$ cat src/rtl/rf_write_queue_if.sv
// ---------------------------------------------------------------------------
// rf_write_queue_if
// Bundles every non-clock signal of the register-file write queue.
//   Writeback side : in_valid, in_ready, in_reg, in_data
//   Drain control  : hold
//   Array side     : wr_en (one-hot), wr_data, count, empty
//   Bypass lookup  : rd_reg, rd_hit, rd_data
// Modports:
//   slave  - the queue itself
//   master - whoever drives requests and observes the array port
// ---------------------------------------------------------------------------
interface rf_write_queue_if #(
    parameter int DEPTH  = 4,
    parameter int DATA_W = 16,
    parameter int NREG   = 16
);
    localparam int REG_W = $clog2(NREG);
    localparam int CNT_W = $clog2(DEPTH + 1);

    logic              in_valid;
    logic              in_ready;
    logic [REG_W-1:0]  in_reg;
    logic [DATA_W-1:0] in_data;
    logic              hold;
    logic [NREG-1:0]   wr_en;
    logic [DATA_W-1:0] wr_data;
    logic [CNT_W-1:0]  count;
    logic              empty;
    logic [REG_W-1:0]  rd_reg;
    logic              rd_hit;
    logic [DATA_W-1:0] rd_data;

    modport slave (
        input  in_valid, in_reg, in_data, hold, rd_reg,
        output in_ready, wr_en, wr_data, count, empty, rd_hit, rd_data
    );

    modport master (
        output in_valid, in_reg, in_data, hold, rd_reg,
        input  in_ready, wr_en, wr_data, count, empty, rd_hit, rd_data
    );
endinterface

$ cat src/rtl/rf_write_queue.sv
// ---------------------------------------------------------------------------
// rf_write_queue
// In-order FIFO of register writes sitting in front of the register array.
// Accepts {reg, data} requests from writeback via valid/ready and drains one
// entry per cycle onto a one-hot write-enable vector plus shared data bus.
// Ports:
//   clk  - clock, all state updates on the rising edge
//   rst  - asynchronous active-high reset, discards all queued writes
//   q_if - rf_write_queue_if.slave (request, drain, array and bypass signals)
// Optional feature macro: RF_WRITE_QUEUE_BYPASS_EN
//   When defined, rd_hit/rd_data report the youngest pending write to rd_reg.
//   When undefined, rd_hit and rd_data are tied to 0 and rd_reg is ignored.
// ---------------------------------------------------------------------------
module rf_write_queue #(
    parameter int DEPTH  = 4,
    parameter int DATA_W = 16,
    parameter int NREG   = 16
) (
    input  logic             clk,
    input  logic             rst,
    rf_write_queue_if.slave  q_if
);
    localparam int PTR_W = $clog2(DEPTH);
    localparam int REG_W = $clog2(NREG);
    localparam int CNT_W = $clog2(DEPTH + 1);
    localparam logic [CNT_W-1:0] FULL_CNT = CNT_W'(DEPTH);

    // Entry storage is never reset; only the pointers and count define validity.
    logic [REG_W-1:0]  regMem_q  [DEPTH];
    logic [DATA_W-1:0] dataMem_q [DEPTH];

    logic [PTR_W-1:0] head_q, head_d;
    logic [PTR_W-1:0] tail_q, tail_d;
    logic [CNT_W-1:0] count_q, count_d;

    logic              notFull;
    logic              pushEn;
    logic              popEn;
    logic [REG_W-1:0]  headReg;
    logic [DATA_W-1:0] headData;

    // A full queue refuses pushes even if it pops this cycle (no pass-through).
    assign notFull  = (count_q != FULL_CNT);
    assign pushEn   = q_if.in_valid && notFull;
    assign popEn    = (count_q != '0) && !q_if.hold;
    assign headReg  = regMem_q[head_q];
    assign headData = dataMem_q[head_q];

    assign q_if.in_ready = notFull;
    assign q_if.count    = count_q;
    assign q_if.empty    = (count_q == '0);

    // DEPTH is a power of two, so pointers wrap naturally at PTR_W bits.
    always_comb begin
        head_d  = head_q;
        tail_d  = tail_q;
        count_d = count_q;
        if (pushEn) begin
            tail_d = tail_q + PTR_W'(1);
        end
        if (popEn) begin
            head_d = head_q + PTR_W'(1);
        end
        if (pushEn && !popEn) begin
            count_d = count_q + CNT_W'(1);
        end else if (popEn && !pushEn) begin
            count_d = count_q - CNT_W'(1);
        end
    end

    always_ff @(posedge clk or posedge rst) begin
        if (rst) begin
            head_q  <= '0;
            tail_q  <= '0;
            count_q <= '0;
        end else begin
            head_q  <= head_d;
            tail_q  <= tail_d;
            count_q <= count_d;
        end
    end

    always_ff @(posedge clk) begin
        if (pushEn) begin
            regMem_q[tail_q]  <= q_if.in_reg;
            dataMem_q[tail_q] <= q_if.in_data;
        end
    end

    // R0 entries still drain in order but never raise a write enable.
    always_comb begin
        q_if.wr_en   = '0;
        q_if.wr_data = '0;
        if (popEn) begin
            q_if.wr_data = headData;
            if (headReg != '0) begin
                q_if.wr_en[headReg] = 1'b1;
            end
        end
    end

`ifdef RF_WRITE_QUEUE_BYPASS_EN
    // Scan oldest to youngest so the last match (nearest tail) wins.
    always_comb begin
        logic [PTR_W-1:0] idx;
        q_if.rd_hit  = 1'b0;
        q_if.rd_data = '0;
        idx          = head_q;
        for (int i = 0; i < DEPTH; i++) begin
            idx = head_q + i[PTR_W-1:0];
            if ((i < int'(count_q)) && (q_if.rd_reg != '0) &&
                (regMem_q[idx] == q_if.rd_reg)) begin
                q_if.rd_hit  = 1'b1;
                q_if.rd_data = dataMem_q[idx];
            end
        end
    end
`else
    logic rdReg_unused;
    assign rdReg_unused = ^q_if.rd_reg;
    assign q_if.rd_hit  = 1'b0;
    assign q_if.rd_data = '0;
`endif

endmodule

$ cat src/flat_wrapper.sv
// flat-port wrapper written by rule: the top's interface ports become plain ports
module rf_write_queue_flat 
#(
    parameter int DEPTH  = 4,
    parameter int DATA_W = 16,
    parameter int NREG   = 16
)
  (clk, rst, q_if_in_valid, q_if_in_reg, q_if_in_data, q_if_hold, q_if_rd_reg, q_if_in_ready, q_if_wr_en, q_if_wr_data, q_if_count, q_if_empty, q_if_rd_hit, q_if_rd_data);
  rf_write_queue_if #(.DEPTH(DEPTH), .DATA_W(DATA_W), .NREG(NREG)) q_if_i ();
  input  logic clk;
  input  logic rst;
  input wire logic [$bits(q_if_i.in_valid)-1:0] q_if_in_valid;
  input wire logic [$bits(q_if_i.in_reg)-1:0] q_if_in_reg;
  input wire logic [$bits(q_if_i.in_data)-1:0] q_if_in_data;
  input wire logic [$bits(q_if_i.hold)-1:0] q_if_hold;
  input wire logic [$bits(q_if_i.rd_reg)-1:0] q_if_rd_reg;
  output wire logic [$bits(q_if_i.in_ready)-1:0] q_if_in_ready;
  output wire logic [$bits(q_if_i.wr_en)-1:0] q_if_wr_en;
  output wire logic [$bits(q_if_i.wr_data)-1:0] q_if_wr_data;
  output wire logic [$bits(q_if_i.count)-1:0] q_if_count;
  output wire logic [$bits(q_if_i.empty)-1:0] q_if_empty;
  output wire logic [$bits(q_if_i.rd_hit)-1:0] q_if_rd_hit;
  output wire logic [$bits(q_if_i.rd_data)-1:0] q_if_rd_data;
  assign q_if_i.in_valid = q_if_in_valid;
  assign q_if_i.in_reg = q_if_in_reg;
  assign q_if_i.in_data = q_if_in_data;
  assign q_if_i.hold = q_if_hold;
  assign q_if_i.rd_reg = q_if_rd_reg;
  assign q_if_in_ready = q_if_i.in_ready;
  assign q_if_wr_en = q_if_i.wr_en;
  assign q_if_wr_data = q_if_i.wr_data;
  assign q_if_count = q_if_i.count;
  assign q_if_empty = q_if_i.empty;
  assign q_if_rd_hit = q_if_i.rd_hit;
  assign q_if_rd_data = q_if_i.rd_data;
  rf_write_queue #(.DEPTH(DEPTH), .DATA_W(DATA_W), .NREG(NREG)) u_core (.clk(clk), .rst(rst), .q_if(q_if_i));
endmodule
$ cat config.mk
export PLATFORM = sky130hd
export DESIGN_NAME = rf_write_queue_flat
export DESIGN_NICKNAME = d
export VERILOG_FILES = /design/src/rtl/rf_write_queue_if.sv /design/src/rtl/rf_write_queue.sv /design/src/flat_wrapper.sv
export SDC_FILE = /design/constraint.sdc
export NUM_CORES = 1
export LEC_CHECK = 0
export BUFFER_PORTS_ARGS = -buffer_cell sky130_fd_sc_hd__clkbuf_2
export CAP_MARGIN = 20
export CORE_MARGIN = 4
export CORE_UTILIZATION = 35
export DETAILED_ROUTE_END_ITERATION = 6
export PLACE_DENSITY = 0.62
export SYNTH_ARGS = -nofsm -noshare
export SYNTH_HDL_FRONTEND = slang
export SYNTH_SLANG_ARGS = --single-unit
$ cat constraint.sdc
create_clock -name clk -period 7.55 [get_ports clk]
set_clock_uncertainty 0.15 [all_clocks]
set_input_delay 0.3775 -clock clk [delete_from_list [all_inputs] [get_ports clk]]
set_output_delay 0.3775 -clock clk [all_outputs]
set_load 0.005 [all_outputs]
==> results.sh, run 1 <==
export IMPL_tightest_slew_ns=1.070
export IMPL_switchingPower_mw=0.4691
export IMPL_die_y_um=110.4
export IMPL_antenna_found_initial=0
export IMPL_fmax_mhz=316.0
export IMPL_critPathRequiredTime_ns=7.02
export IMPL_tritoncts="built"
export IMPL_outcome="finished clean"
export IMPL_wl_per_cell_um=16.27
export IMPL_ir_worst_vdd_v=0.0001539
export IMPL_final_area_um2=4350
export IMPL_clock_root_buffer="clkbuf_8"
export IMPL_drive_above_1_share_pct=38.10
export IMPL_leakagePower_nw=1.597
export IMPL_clockBufferDepth=2
export IMPL_insertion_delay_ns=0.35
export IMPL_cp_arrival_ns=2.64
export IMPL_detail_route_antenna_nets=0
export IMPL_areaGrowthSynthToFinish_pct=18.55
export IMPL_yosysWarnings=0
export IMPL_final_net_count=302
export IMPL_grt_use_total_pct=11.38
export IMPL_hp_start="q_if_in_data[8]"
export IMPL_p_seq_share_pct=44.9
export IMPL_cp_start_kind="flip-flop"
export IMPL_min_path_cells=1
export IMPL_grt_pass1_wl_mm=10.03
export IMPL_p_per_area_nw_per_um2=359.7
export IMPL_maxCapViolations=0
export IMPL_grt_setup_unrepaired="false"
export IMPL_final_cell_mix="80 x edfxtp_1, 59 x clkbuf_2, 20 x mux4_2"
export IMPL_yosysSeqAreaShare_pct=70.24
export IMPL_gr_total_overflow=0
export IMPL_initial_core_util_pct=35.71
export IMPL_cp_max_fo=21
export IMPL_post_cts_setup_buffers=0
export IMPL_fin_setup_tns_ns=0
export IMPL_drtPass1Iterations=4
export IMPL_drtIter0Drc=99
export IMPL_timing_hold_ws_ns=0.09297
export IMPL_final_setup_viol_count=0
export IMPL_grt_pass1_vias=1832
export IMPL_clkPwrFrac_pct=22.6
export IMPL_vias=1827
export IMPL_clock_sinks=87
export IMPL_slew_headroom_pct=28.66
export IMPL_port_buffers=59
export IMPL_r2r_slack_ns=4.53
export IMPL_p_int_mw=1.096
export IMPL_grt_max_degree=23
export IMPL_route_detailed_drc=0
export IMPL_io_pins=82
export IMPL_synth_area_um2=3670
export IMPL_timing_rr_start="u_core.q_if.count[0]"
export IMPL_hold_class="input port to flip-flop"
export IMPL_fp_dieW_um=110.4
export IMPL_crit_path_end_kind="output pin"
export IMPL_r2r_cells=8
export IMPL_syn_instance_count=200
export IMPL_cts_max_level=3
export IMPL_place_area_um2=4065
export IMPL_gp_congestion=0.6406
export IMPL_path_clk_slew_ns=0.09
export IMPL_rr_endpoint="u_core.q_if.count[2]"
export IMPL_numCtsBuffers=9
export IMPL_slew_viol_final=0
export IMPL_dieArea_um2=12190
export IMPL_routed_via_density=4.467
export IMPL_whs_endpoint="u_core.dataMem_q[1][8]"
export IMPL_wl_mm=6.654
export IMPL_ys_types=25
export IMPL_final_common_cell="edfxtp_1"
export IMPL_core_area_um2=10280
export IMPL_comb_power_share_pct=32.5
export IMPL_hold_viol_final=0
export IMPL_sw_frac_of_total_pct=29.97
export IMPL_ys_ff_latch=87
export IMPL_row_count=37
export IMPL_diodes=0
export IMPL_dpl_hpwl_mm=4.168
export IMPL_post_route_period_util_pct=41.92
export IMPL_min_period_ns=3.165
export IMPL_syn_avg_cell_area_um2=18.35
export IMPL_path_class="flip-flop to output pin"
## how the worst max path moves through the flow
stage | from | endpoint | slack [ns]
final | u_core.head_q[1] | q_if_wr_en[10] | 4.39
after global routing | u_core.q_if.count[0] | u_core.q_if.count[2] | 4.25
after CTS | u_core.head_q[1] | q_if_wr_en[10] | 4.28
after detailed placement | u_core.q_if.count[0] | u_core.q_if.count[2] | 4.50
after global placement | u_core.q_if.count[0] | u_core.q_if.count[2] | 4.57
after floorplan | u_core.q_if.count[0] | u_core.q_if.count[2] | 5.04
## synthesized netlist by cell type
library cell | n | share of area (%)
nor2b_1 | 16 | 2.7
a21boi_1 | 1 | 0.20
or2_1 | 2 | 0.34
nor3b_1 | 1 | 0.20
nor3_2 | 1 | 0.27
nand4bb_1 | 1 | 0.31
edfxtp_1 | 80 | 65
xnor2_1 | 3 | 0.72
conb_1 | 1 | 0.10
buf_1 | 1 | 0.10
mux2_2 | 2 | 0.61
xor2_1 | 3 | 0.72
fa_1 | 1 | 0.55
nand2_1 | 2 | 0.20
nor2_1 | 17 | 1.7
buf_4 | 20 | 4.1
or4_4 | 1 | 0.31
dfrtp_1 | 7 | 4.8
and2_1 | 4 | 0.68
nand2b_1 | 2 | 0.34
ha_1 | 5 | 1.7
or4b_4 | 2 | 0.75
buf_2 | 3 | 0.41
inv_1 | 4 | 0.41
mux4_2 | 20 | 12
## cell families after synthesis
kind of cell	Yosys count	synth area share, %
simple gates	49	7.876
other cells	1	0.1022
flops	87	70.24
fa+ha+maj	6	2.250
mux	22	12.89
xor+xnor	6	1.432
buf+inv	28	5.011
compound gates	1	0.2046
## layer usage
layer	vias up	share of wire, %	GRT usage (%)	wire (um)
met5	-	0	0	0
li1	857	-	-	-
met2	66	49	19.50	3276
met1	896	43	14.25	2871
met3	8	6.4	2.504	423
met4	0	1.2	3.958	83
## power groups by stage
stage	registers (mW)	clock network [mW]	logic [mW]
after floorplan	0.687	0	0.362
after global placement	0.714	0	0.479
after detailed placement	0.719	0	0.502
after CTS	0.709	0.360	0.504
after global routing	0.715	0.379	0.567
final	0.703	0.353	0.509
## flip-flops by register name (all words and copies together) (netlist names)
signal             flops
u_core.dataMem_q      64
u_core.head_q          2
u_core.q_if.count      3
u_core.regMem_q       16
u_core.tail_q          2
## what timing repair did
action / in CTS / in global routing
hold endpoints to repair: 7 / 0
setup endpoints to repair: 0 / 0
resized for setup: 0 / 0
hold buffers: 1 / 0
## worst max-delay path: stages, from the launching register on
cell and delay, ns:
dfrtp_1 1.03, mux4_2 0.48, or4b_4 0.53, nor2_1 0.12, clkbuf_2 0.12
## through the flow
| step | worst slack [ns] | instances | util (%) | power, mW |
|---|---|---|---|---|
| finish | 4.385 | 409 | 42.33 | 1.565 |
| detailed placement | 4.495 | 390 | 39.55 | 1.221 |
| global route | 4.250 | 409 | 42.33 | 1.662 |
| global placement | 4.572 | 389 | 39.29 | 1.192 |
| CTS | 4.282 | 407 | 41.79 | 1.573 |
| floorplan | 5.040 | 217 | - | 1.049 |
## cell type report
type | instances | area [um2]
Tap cell | 136 | 170.2
Inverter | 4 | 15.01
Clock buffer | 10 | 127.6
Clock inverter | 6 | 92.59
Sequential cell | 87 | 2577
Fill cell | 939 | 5927
Multi-Input combinational cell | 102 | 972.2
Timing Repair Buffer | 64 | 395.4
No activity file was read; power rests on OpenSTA's default activity.
==> run 2, diff against run 1 <==
- clock period: 7.55 -> 2.99 ns (I/O delays scaled with it)
==> results.sh, run 2 (same netlist as run 1, synthesis figures left out) <==
export IMPL_outcome="finished clean"
export IMPL_gp_congestion=0.6865
export IMPL_grt_pass1_wl_mm=10.81
export IMPL_clockBufferDepth=2
export IMPL_core_area_um2=10280
export IMPL_dieArea_um2=12190
export IMPL_port_buffers=59
export IMPL_fin_setup_tns_ns=0
export IMPL_dpl_hpwl_mm=4.517
export IMPL_multi_input_area_um2=972.2
export IMPL_crit_start="u_core.head_q[0]"
export IMPL_p_per_area_nw_per_um2=852.6
export IMPL_final_core_util_pct=43.97
export IMPL_row_count=37
export IMPL_drtPass1Iterations=6
export IMPL_cp_max_fo=8
export IMPL_areaGrowthSynthToFinish_pct=23.15
export IMPL_hold_viol_final=0
export IMPL_fp_dieW_um=110.4
export IMPL_wl_per_cell_um=15.50
export IMPL_hold_class="input port to flip-flop"
export IMPL_max_flop_register="u_core.dataMem_q"
export IMPL_final_setup_viol_count=0
export IMPL_route_detailed_drc=0
export IMPL_routed_via_density=4.462
export IMPL_insertion_delay_ns=0.34
export IMPL_gr_total_overflow=0
export IMPL_crit_path_end_kind="output pin"
export IMPL_grt_max_degree=18
export IMPL_grt_setup_unrepaired="false"
export IMPL_clock_root_buffer="clkbuf_8"
export IMPL_diodes=0
export IMPL_tightest_slew_ns=0.5484
export IMPL_timing_rr_start="u_core.q_if.count[0]"
export IMPL_die_y_um=110.4
export IMPL_io_pins=82
export IMPL_drtIter0Drc=83
export IMPL_drive_above_1_share_pct=36.54
export IMPL_final_common_cell="edfxtp_1"
export IMPL_initial_core_util_pct=35.71
export IMPL_path_clk_slew_ns=0.08
export IMPL_wl_mm=6.774
export IMPL_layoutNonFillerInstCount=437
export IMPL_ir_worst_vdd_v=0.0004462
export IMPL_path_class="flip-flop to output pin"
export IMPL_post_route_period_util_pct=89.10
export IMPL_cp_arrival_ns=2.36
export IMPL_cts_max_level=3
export IMPL_critPathRequiredTime_ns=2.69
export IMPL_tritoncts="built"
export IMPL_final_net_count=330
export IMPL_dp_cells=400
export IMPL_vias=1950
export IMPL_slew_viol_final=0
export IMPL_fillers=928
export IMPL_hp_start="q_if_hold"
export IMPL_r2r_slack_ns=0.64
export IMPL_slew_headroom_pct=63.44
export IMPL_maxCapViolations=0
export IMPL_cp_start_kind="flip-flop"
export IMPL_min_period_ns=2.664
export IMPL_leakagePower_nw=1.686
export IMPL_antenna_found_initial=0
export IMPL_clock_sinks=87
export IMPL_total_power_mw=3.853
export IMPL_fmax_mhz=375.4
export IMPL_grt_pass1_vias=2012
export IMPL_detail_route_antenna_nets=0
export IMPL_grt_use_total_pct=12.12
export IMPL_timing_hold_ws_ns=0.02490
export IMPL_numCtsBuffers=9
export IMPL_largest_register_ffs=64
export IMPL_regArea_um2=2577
export IMPL_final_cell_mix="80 x edfxtp_1, 59 x clkbuf_2, 21 x dlygate4sd3_1"
[run 2: changes by cell type in the layout (fill, tap and decap cells not counted), sizes merged]
cell	previous run	this run
clkbuf	69	70
dlygate4sd3	1	21
bufinv	2	1
buf	4	12
inv	6	5
clkinv	0	1
[run 2: final cells by class]
type	instances	share of cell area (%)
clock buffers	11	2.907
inverters	4	0.3322
clock inverters	5	1.274
repair buffers	92	13.18
flip-flops and latches	87	57.03
well taps	136	3.765
multi-input cells	102	21.51
[run 2: report_power, final]
part           switching [mW]  internal, mW
registers               0.152          1.62
logic                   0.622         0.675
clock network           0.399         0.387
[run 2: worst max-delay path, cell delays in order (launching register included)]
cell and delay, ns:
dfrtp_1 0.63, mux4_2 0.61, or4b_4 0.53, nor2_1 0.13
clkbuf_2 0.12
[run 2: worst paths after layout]
check | end | depth (start not counted)
max | q_if_wr_en[5] | 4
min | u_core.head_q[1] | 3
max reg2reg | u_core.q_if.count[2] | 8
min reg2reg | u_core.q_if.count[2] | 1
max in group asynchronous | u_core.head_q[1] | 3
min in group asynchronous | u_core.tail_q[1] | 3
[run 2: through the flow]
stage / area, um2 / worst slack, ns
finish: 4519 / 0.3260
floorplan: 3734 / 0.4802
detailed placement: 4120 / 0.6193
global route: 4519 / 0.1729
CTS: 4519 / 0.2489
global placement: 4120 / 0.6696
[run 2: layer usage]
metal	GRT usage (%)	wire length (um)	up-vias	part of all wire, %
met1	15.94	2976	961	44
met5	0	0	-	0
met2	19.93	3242	71	48
met3	2.330	443	10	6.5
met4	4.749	111	0	1.6
li1	-	-	908	-
[run 2: repair_timing]
| action | 4_1_cts | 5_1_grt |
|---|---|---|
| buffers inserted | 0 | 0 |
| gates resized for setup | 0 | 0 |
| hold buffers | 21 | 0 |
| endpoints found under the hold margin | 87 | 0 |
